===== src/rtl/count_monitor.sv =====
// Tracks a 4-bit up/down counter sampled on V and flags breaks in its sequence.
// Build option: COUNT_MONITOR_STICKY_EN makes FAULT absorbing until reset.
module count_monitor (
  input  logic       C,
  input  logic       R,
  input  logic       V,
  input  logic       M,
  input  logic [3:0] P,
  output logic       L,
  output logic       E,
  output logic       W,
  output logic [3:0] N
);

  typedef enum logic [1:0] {IDLE, ACQ, LOCKED, FAULT} state_t;

  state_t     state_reg, state_next;
  logic [3:0] prev_reg, prev_next;
  logic       mprev_reg, mprev_next;
  logic       e_reg, e_next;
  logic       w_reg, w_next;
  logic [3:0] n_reg, n_next;
  logic [3:0] exp_val;
  logic       wrap_step;

  always_comb begin
    exp_val   = M ? (prev_reg - 4'd1) : (prev_reg + 4'd1);
    wrap_step = M ? (prev_reg == 4'd0) : (prev_reg == 4'd15);
  end

  always_ff @(posedge C) begin
    if (R) begin
      state_reg <= IDLE;
      prev_reg  <= 4'd0;
      mprev_reg <= 1'b0;
      e_reg     <= 1'b0;
      w_reg     <= 1'b0;
      n_reg     <= 4'd0;
    end else begin
      state_reg <= state_next;
      prev_reg  <= prev_next;
      mprev_reg <= mprev_next;
      e_reg     <= e_next;
      w_reg     <= w_next;
      n_reg     <= n_next;
    end
  end

  always_comb begin
    state_next = state_reg;
    prev_next  = prev_reg;
    mprev_next = mprev_reg;
    n_next     = n_reg;
    e_next     = 1'b0;
    w_next     = 1'b0;
    if (V) begin
      case (state_reg)
        IDLE: begin
          prev_next  = P;
          mprev_next = M;
          state_next = ACQ;
        end
        ACQ: begin
          prev_next  = P;
          mprev_next = M;
          if (P == exp_val && M == mprev_reg)
            state_next = LOCKED;
        end
        LOCKED: begin
          prev_next  = P;
          mprev_next = M;
          // A direction flip restarts acquisition rather than counting as an error.
          if (M != mprev_reg) begin
            state_next = ACQ;
          end else if (P == exp_val) begin
            w_next = wrap_step;
          end else begin
            state_next = FAULT;
            e_next     = 1'b1;
            n_next     = (n_reg == 4'd15) ? n_reg : (n_reg + 4'd1);
          end
        end
        FAULT: begin
`ifdef COUNT_MONITOR_STICKY_EN
          state_next = FAULT;
`else
          prev_next  = P;
          mprev_next = M;
          state_next = ACQ;
`endif
        end
        default: state_next = IDLE;
      endcase
    end
  end

  assign L = (state_reg == LOCKED);
  assign E = e_reg;
  assign W = w_reg;
  assign N = n_reg;

endmodule


===== config.mk =====
export PLATFORM = sky130hd
export DESIGN_NAME = count_monitor
export DESIGN_NICKNAME = d
export VERILOG_FILES = /design/src/rtl/count_monitor.sv
export SDC_FILE = /design/constraint.sdc
export NUM_CORES = 1
export LEC_CHECK = 0
export ABC_CLOCK_PERIOD_IN_PS = 3000
export CAP_MARGIN = 20
export CORE_MARGIN = 2
export CORE_UTILIZATION = 51
export CTS_BUF_LIST = sky130_fd_sc_hd__clkbuf_16
export CTS_CLUSTER_SIZE = 12
export DETAILED_ROUTE_END_ITERATION = 16
export PLACE_DENSITY = 0.74
export SETUP_SLACK_MARGIN = 0.5
export SLEW_MARGIN = 20
export SYNTH_ARGS = -nofsm -noshare
export SYNTH_HDL_FRONTEND = slang
export SYNTH_SLANG_ARGS = --single-unit

===== constraint.sdc =====
create_clock -name C -period 3 [get_ports C]
set_input_delay 0.45 -clock C [delete_from_list [all_inputs] [get_ports C]]
set_output_delay 0.45 -clock C [all_outputs]
set_load 0.01 [all_outputs]

==> run_results.csv, run 1 <==
group,metric,value,unit
layout,mostFrequentLayoutCell,"clkdlybuf4s50_1",
floorplanning,die_w,45.1,µm
floorplanning,row_count,14,
critical_path,critPathMaxStageDelay,0.54,ns
critical_path,critical_path_class,"input pin to flip-flop",
synth,syn_nets,103,
global_routing,antenna_found_initial,0,
detailed_routing,antenna_violating_nets_post_route,0,
critical_path,start_kind,"input pin",
global_routing,grt_use_total,19.9,%
sta,period_needed,2.42,ns
critical_path,slowest_stage,"fa_1",
synth,syn_inst,91,
power_and_ir_drop,p_int,0.407,mW
synth,synth_ff_type,"dfxtp_1",
layout,final_cells,126,
power_and_ir_drop,total_power,0.543,mW
global_routing,grt_overflow,0,
synth,synth_area,863,µm²
clock_tree,numCtsBuffers,3,
sta,maxSlewHeadroom,60.5,%
synth,synth_top_area_share,30.1,%
power_and_ir_drop,p_leak,0.447,nW
sta,final_hold_viol_count,0,
synth,synth_edf_count,0,
hold_path,hold_class,"flip-flop to flip-flop",
floorplanning,dieArea,0.00204,mm²
synth,synth-async-reset-ratio,0,%
clock_tree,cts_root_buf,"clkbuf_16",
clock_tree,clock_latency,0.24,ns
detailed_routing,drtIter0Drc,38,
synth,synth.distinct_cells,40,
critical_path,crit_family,"simple AND/OR/NAND/NOR gates",
sta,rsz0062_at_grt,"false",
detailed_routing,firstDrtPassIters,4,
sta,setup_viol_count_final,0,
critical_path,cp_cell_sequence,"clkdlybuf4s50_1 -> inv_2 -> fa_1 -> xor2_2 -> nand3_2 -> or4_1 -> o311ai_1",
power_and_ir_drop,power_frac_seq,34.1,%
sta,worstMarginPinSlew,0.591,ns
floorplanning,io_pins,15,
critical_path,cp.required,3.14,ns
sta,worst_slack,0.583,ns
floorplanning,core_area,0.00154,mm²
synth,yosysWarningCount,0,
synth,syn_avg_cell_area,9.49,µm²
clock_tree,clkTransAtPathRegs,0.04,ns
run,drv_cap,0,
power_and_ir_drop,vdd_drop_max,256,µV
detailed_routing,viasPerCell,6.04,
power_and_ir_drop,cellPowerDensity,483,mW/mm²
placement,pre_cts_slack,0.271,ns
critical_path,crit_path_max_fanout,5,
layout,drive_gt1_share,13.6,%
synth,yosysSeqAreaShare,30.1,%
clock_tree,htreeDepth,1,
placement,gp_congestion,0.849,
global_routing,grt_max_degree,18,
synth,synth_seq_cells,13,
layout,fillCellCount,117,
placement,io_buffers,14,
clock_tree,cts_tree,"built",
global_routing,grt_pass1_vias,658,
sta,slew_violations,0,
detailed_routing,wirelength,1810,µm
sta,fmax,414,MHz
sta,setup_tns,0,ns
synth,yosysTopAreaCell,"dfxtp_1",
detailed_routing,drc,0,
clock_tree,clock_sinks,13,
detailed_routing,vias,761,
sta,period_share,80.6,%
power_and_ir_drop,pwr-share-clk,45.2,%
sta,hold_slack,0.563,ns
critical_path,path_buf_inv,2,
clock_tree,hold_buffers,0,
layout,areaGrowthSynthToFinish,30.1,%
layout,diodes,0,
critical_path,critical_path_arrival,2.55,ns
power_and_ir_drop,switching_power,0.136,mW
power_and_ir_drop,p_sw_share,25.1,%
synth,synthTopCellsByArea,"dfxtp_1 30%, mux2i_1 5.8%, ha_1 4.3%",
placement,dp.cells,118,
critical_path,worstSetupEndpointType,"flip-flop",
critical_path,reg2reg_setup_slack,0.82,ns
global_routing,grt_pass1_wl,2890,µm
status,outcome,"completed",
sta,fin_skew,0.00147,ns
floorplanning,die_h,45.1,µm
power_and_ir_drop,p_comb_share,20.7,%
clock_tree,clockBufferDepth,2,
layout,layout_common_cells,"14 x clkdlybuf4s50_1, 13 x dfxtp_1, 8 x nor2_1, 7 x inv_1",
floorplanning,initial_core_util,56.0,%
placement,dpl.hpwl,1200,µm
detailed_routing,routedWlPerCell,14.4,µm
layout,layout.nets,123,
## cell usage after synthesis (2+ instances only)
cell and number:
xnor2_1 2, nor2_1 8, and4b_1 2, buf_2 2
nand2_1 5, inv_1 6, a211oi_1 2, xor2_1 3
nor3_1 4, mux2i_1 5, ha_1 3, o2111ai_1 2
nor2b_1 2, or4_1 2, nand3_1 2, o311ai_1 2
dfxtp_1 13, o211ai_1 3, and3_1 2
## power groups by stage
| stage | clock network (mW) | registers (mW) | logic (mW) |
|---|---|---|---|
| after floorplan | 0 | 0.186 | 0.0728 |
| after global placement | 0 | 0.188 | 0.0944 |
| after detailed placement | 0 | 0.188 | 0.0960 |
| after CTS | 0.250 | 0.185 | 0.0968 |
| after global routing | 0.257 | 0.186 | 0.122 |
| final | 0.245 | 0.185 | 0.112 |
## tightest hold or removal path, stage by stage (launching register included)
cell and delay, ns:
dfxtp_1 0.32, o32ai_1 0.12, a211oi_1 0.06
## cell families after synthesis
family / share of synthesized area, %
compound gates: 14.6
xor+xnor: 16.1
fa+ha+maj: 6.67
buf+inv: 5.51
flops: 30.1
mux: 5.80
simple gates: 21.2
## layer usage
metal / routed length [µm] / track usage [%] / vias to the layer above
met5: 0 / 0 / -
met4: 21 / 8.82 / 0
met3: 111 / 6.00 / 4
met2: 834 / 30.0 / 24
met1: 841 / 26.1 / 356
li1: - / - / 377
## per-stage QoR
stage          utilization, %  cell area, µm²
2_1_floorplan               -             863
4_1_cts                  70.6            1090
6_report                 72.9            1120
3_3_place_gp             65.5            1010
5_1_grt                  72.9            1120
3_5_place_dp             65.5            1010
## cell type report
| class | count | area [µm²] | area share (%) |
|---|---|---|---|
| multi-input cells | 68 | 568 | 50.6 |
| flip-flops and latches | 13 | 260 | 23.2 |
| repair buffers | 18 | 170 | 15.1 |
| clock buffers | 3 | 75.1 | 6.68 |
| inverters | 7 | 26.3 | 2.34 |
| well taps | 16 | 20.0 | 1.78 |
| clock inverters | 1 | 3.75 | 0.334 |
## final timing paths
kind	startpoint	endpoint	cells past startpoint
min	state_reg[0]	state_reg[0]	2
max	M	N[0]	7
min reg2reg	state_reg[0]	state_reg[0]	2
max reg2reg	prev_reg[1]	N[0]	6
## what timing repair did
action	CTS	global route
hold endpoints to repair	0	0
buffers inserted	0	3
gates resized for setup	0	1
endpoints found under the setup margin	0	3
No activity file was read; power rests on OpenSTA's default activity.
==> run 2: changes to the inputs <==
ABC_CLOCK_PERIOD_IN_PS = 2300   (was 3000)
clock period = 2.3 ns   (was 3 ns; I/O delays follow)
==> run 2 against run 1 <==
  * Hold slack got worse by 0.0059 ns
  * First-iteration DRC count decreased by 45%
  * Critical path depth decreased by 1
  * Worst setup slack got worse by 0.29 ns
  * Register-to-register slack got worse by 0.52 ns
  * Final area increased by 19%
  * Routed wire length increased by 49%
  * Sequential power increased by 30%
  * Total power increased by 51%
  * Clock skew increased by 0.00091 ns
  * Largest cell class unchanged
==> run_results.csv, run 2 (synthesized netlist as in run 1, its figures left out) <==
group,metric,value,unit
status,outcome,"completed",
sta,fin_skew,0.00238,ns
layout,layout_common_cells,"13 x clkdlybuf4s50_1, 11 x buf_4, 10 x dfxtp_1, 7 x nor2_1",
hold_path,hold_class,"flip-flop to flip-flop",
placement,io_buffers,14,
detailed_routing,drtIter0Drc,21,
critical_path,worstSetupEndpointType,"flip-flop",
critical_path,crit_path_max_fanout,4,
sta,period_needed,2.00,ns
clock_tree,htreeDepth,1,
floorplanning,row_count,14,
global_routing,grt_use_total,28.7,%
sta,period_share,87.2,%
sta,worstMarginPinSlew,0.418,ns
power_and_ir_drop,cellPowerDensity,615,mW/mm²
clock_tree,cts_root_buf,"clkbuf_16",
floorplanning,initial_core_util,56.0,%
critical_path,start_kind,"flip-flop",
detailed_routing,drc,0,
global_routing,antenna_found_initial,0,
layout,diodes,0,
detailed_routing,viasPerCell,6.20,
clock_tree,clock_latency,0.25,ns
sta,maxSlewHeadroom,72.1,%
sta,setup_tns,0,ns
detailed_routing,antenna_violating_nets_post_route,0,
detailed_routing,firstDrtPassIters,4,
sta,slew_violations,0,
power_and_ir_drop,p_leak,0.537,nW
sta,setup_viol_count_final,0,
clock_tree,hold_buffers,0,
layout,layout.nets,135,
clock_tree,cts_tree,"built",
sta,final_hold_viol_count,0,
placement,dpl.hpwl,1440,µm
critical_path,critical_path_class,"flip-flop to flip-flop",
floorplanning,dieArea,0.00204,mm²
detailed_routing,vias,856,
global_routing,top_usage_layer,"met2",
critical_path,cp.required,2.45,ns
global_routing,grt_pass1_vias,838,
global_routing,grt_use_met1,31.5,%
detailed_routing,wirelength,2700,µm
clock_tree,clkTransAtPathRegs,0.05,ns
placement,gp_congestion,0.836,
layout,utilization,86.4,%
floorplanning,die_h,45.1,µm
global_routing,grt_overflow,0,
layout,drive_gt1_share,35.2,%
clock_tree,numCtsBuffers,3,
floorplanning,core_area,0.00154,mm²
detailed_routing,routedWlPerCell,19.6,µm
global_routing,met2_usage,50.0,%
critical_path,critical_path_arrival,2.15,ns
clock_tree,clockBufferDepth,2,
run,drv_cap,0,
global_routing,grt_max_degree,11,
floorplanning,die_w,45.1,µm
clock_tree,clock_sinks,13,
power_and_ir_drop,vdd_drop_max,531,µV
layout,mostFrequentLayoutCell,"clkdlybuf4s50_1",
floorplanning,io_pins,15,
global_routing,grtUsageMet3,8.00,%
sta,fmax,499,MHz
sta,rsz0062_at_grt,"true",
layout,areaGrowthSynthToFinish,54.3,%
global_routing,grt_pass1_wl,4020,µm
-- run 2: power breakdown --
part,total [mW],internal [mW],leakage [nW],switching (mW)
Sequential,0.240,0.232,0.108,0.00815
Clock,0.337,0.230,0.0423,0.106
Combinational,0.243,0.124,0.387,0.119
Total,0.820,0.587,0.537,0.233
-- run 2: per-stage QoR --
stage               instance area (µm²)  std cells  power (mW)  hold slack [ns]  setup WS [ns]
finish                             1330        138       0.820            0.557          0.295
global route                       1330        138       0.838            0.615          0.262
CTS                                1250        136       0.781            0.561          0.367
detailed placement                 1060        123       0.385            0.542         -0.292
global placement                   1060        123       0.382            0.526         -0.228
floorplan                           888         91       0.343            0.478          0.300
-- run 2: layout make-up --
type | instances | area, µm²
well taps | 16 | 20.0
multi-input cells | 68 | 654
clock buffers | 3 | 75.1
inverters | 7 | 33.8
flip-flops and latches | 13 | 269
fillers | 79 | 209
repair buffers | 30 | 277
clock inverters | 1 | 3.75
-- run 2: worst paths after layout --
path / from / end / depth (start not counted) / slack, ns
worst max-delay path: prev_reg[0] / N[0] / 6 / 0.30
worst min-delay path: prev_reg[2] / prev_reg[2] / 2 / 0.56
worst max register to register: prev_reg[0] / N[0] / 6 / 0.30
worst min register to register: prev_reg[2] / prev_reg[2] / 2 / 0.56
-- run 2: metal layers --
| metal | up-vias | share of wire, % | routed length (µm) |
|---|---|---|---|
| met5 | - | 0 | 0 |
| met1 | 402 | 37 | 998 |
| met3 | 14 | 6.7 | 180 |
| met4 | 0 | 4.9 | 131 |
| li1 | 387 | - | - |
| met2 | 53 | 51 | 1390 |
-- run 2: critical path, cell delays in order, from the launching register on --
cell      delay [ns]
dfxtp_4         0.34
inv_2           0.04
fa_1            0.54
xor2_2          0.20
nand3_2         0.13
or4_4           0.57
o311ai_2        0.09
-- run 2: repair_timing --
action | 4_1_cts | 5_1_grt
buffers inserted | 8 | 2
endpoints found under the setup margin | 8 | 9
gates cloned | 1 | 0
gates resized for setup | 17 | 13
pin swaps | 6 | 5
==> run 3: changes to the inputs <==
RECOVER_POWER = 25   (was unset)
==> run 3 against run 2 <==
  * Via count is 0.47% lower
  * Sequential cell count is the same
  * Non-clock buffer count unchanged
  * Worst setup slack improved by 0.00058 ns
  * Core utilization down 0.24 points
  * Die area did not move
  * Cell count stayed put
  * Routed wire length is 0.44% lower
==> run_results.csv, run 3 (synthesized netlist as in run 1, its figures left out) <==
group,metric,value,unit
global_routing,grt_use_total,28.7,%
detailed_routing,firstDrtPassIters,4,
detailed_routing,viasPerCell,6.17,
detailed_routing,drtIter0Drc,22,
clock_tree,cts_root_buf,"clkbuf_16",
critical_path,worstSetupEndpointType,"flip-flop",
layout,fillCellCount,81,
global_routing,grt_max_degree,11,
critical_path,start_kind,"flip-flop",
sta,fmax,499,MHz
critical_path,rr_startpoint,"prev_reg[0]",
layout,mostFrequentLayoutCell,"clkdlybuf4s50_1",
sta,rsz0062_at_grt,"true",
layout,diodes,0,
clock_tree,clock_sinks,13,
floorplanning,core_area,0.00154,mm²
detailed_routing,drc,0,
floorplanning,io_pins,15,
detailed_routing,vias,852,
sta,slew_violations,0,
sta,period_share,87.1,%
critical_path,cp.required,2.49,ns
global_routing,grt_overflow,0,
clock_tree,htreeDepth,1,
placement,dp.cells,123,
floorplanning,die_w,45.1,µm
sta,fin_skew,0.00194,ns
sta,setup_viol_count_final,0,
sta,period_needed,2.00,ns
clock_tree,clockBufferDepth,2,
power_and_ir_drop,total_power,0.820,mW
floorplanning,row_count,14,
critical_path,cp-startpoint,"prev_reg[0]",
hold_path,hold_class,"flip-flop to flip-flop",
clock_tree,cts_tree,"built",
power_and_ir_drop,p_leak,0.534,nW
layout,layout.nets,135,
detailed_routing,antenna_violating_nets_post_route,0,
global_routing,antenna_found_initial,0,
power_and_ir_drop,cellPowerDensity,617,mW/mm²
clock_tree,clock_latency,0.25,ns
floorplanning,dieArea,0.00204,mm²
sta,final_hold_viol_count,0,
critical_path,critical_path_class,"flip-flop to flip-flop",
clock_tree,numCtsBuffers,3,
layout,final_cells,138,
detailed_routing,routedWlPerCell,19.5,µm
critical_path,reg2reg_setup_slack,0.30,ns
run,drv_cap,0,
critical_path,timing.rr.end,"state_reg[1]",
placement,gp_congestion,0.836,
clock_tree,hold_buffers,0,
layout,drive_gt1_share,34.4,%
critical_path,critPathCapture,"state_reg[1]",
global_routing,grt_pass1_vias,838,
critical_path,ff2ff_path_depth,9,
status,outcome,"completed",
critical_path,critical_path_arrival,2.20,ns
placement,io_buffers,14,
sta,worstMarginPinSlew,0.423,ns
sta,maxSlewHeadroom,71.8,%
power_and_ir_drop,vdd_drop_max,534,µV
floorplanning,die_h,45.1,µm
layout,seqCellArea,269,µm²
layout,layout_common_cells,"12 x clkdlybuf4s50_1, 10 x dfxtp_1, 10 x buf_4, 7 x nor2_1",
global_routing,grt_pass1_wl,4020,µm
critical_path,crit_path_max_fanout,4,
clock_tree,clkTransAtPathRegs,0.05,ns
detailed_routing,wirelength,2690,µm
layout,areaGrowthSynthToFinish,53.9,%
layout,multiInputGateArea,654,µm²
floorplanning,initial_core_util,56.0,%
placement,dpl.hpwl,1440,µm
-- run 3: cell count changes in the layout (fill, tap and decap cells not counted), sizes merged --
| cell | delta |
|---|---|
| buf | -1 |
| clkbuf | +1 |
| clkdlybuf4s50 | -1 |
| dlygate4sd3 | +1 |
-- run 3: how the worst min path moves through the flow --
| stage | from | to | depth (start not counted) |
|---|---|---|---|
| detailed placement | prev_reg[1] | prev_reg[1] | 2 |
| global placement | prev_reg[1] | prev_reg[1] | 2 |
| global route | mprev_reg | mprev_reg | 2 |
| floorplan | R | N[0] | 1 |
| CTS | N[1] | N[1] | 2 |
| finish | prev_reg[2] | prev_reg[2] | 2 |
-- run 3: cell type report --
cell class | instances | area share (%)
inverters | 7 | 2.54
flip-flops and latches | 13 | 20.2
repair buffers | 30 | 20.5
well taps | 16 | 1.51
clock buffers | 3 | 5.65
clock inverters | 1 | 0.282
multi-input cells | 68 | 49.2
-- run 3: what timing repair did --
| item | 4_1_cts | 5_1_grt |
|---|---|---|
| cloned | 1 | 0 |
| resized for setup | 17 | 13 |
| pin swaps | 6 | 5 |
| setup buffers | 8 | 2 |
| setup endpoints to repair | 8 | 9 |
-- run 3: metrics by stage --
step	utilization, %	setup WS [ns]	setup TNS [ns]	hold slack [ns]	area [µm²]
4_1_cts	81.1	0.367	0	0.561	1250
3_3_place_gp	68.6	-0.228	-1.25	0.526	1060
2_1_floorplan	-	0.300	0	0.478	888
3_5_place_dp	68.6	-0.292	-1.66	0.542	1060
6_report	86.2	0.296	0	0.548	1330
5_1_grt	86.2	0.260	0	0.615	1330
-- run 3: per-layer routing --
layer | routed length, µm | global-route usage (%)
met1 | 1030 | 31.5
met4 | 127 | 14.7
met5 | 0 | 0
met2 | 1400 | 50.0
met3 | 123 | 8.00
-- run 3: critical path: stages (launching register included) --
cell and delay (ns):
dfxtp_4 0.34, inv_2 0.04, fa_1 0.54, xor2_2 0.19, nand3_2 0.13, buf_4 0.16, buf_6 0.12, nand2b_1 0.14
o21ai_1 0.14, and2_1 0.14
-- run 3: power breakdown --
| part | leakage, nW | total, mW | internal (mW) | switching, mW |
|---|---|---|---|---|
| sequential | 0.108 | 0.240 | 0.232 | 0.00794 |
| clock | 0.0423 | 0.338 | 0.230 | 0.108 |
| combinational | 0.384 | 0.242 | 0.123 | 0.119 |
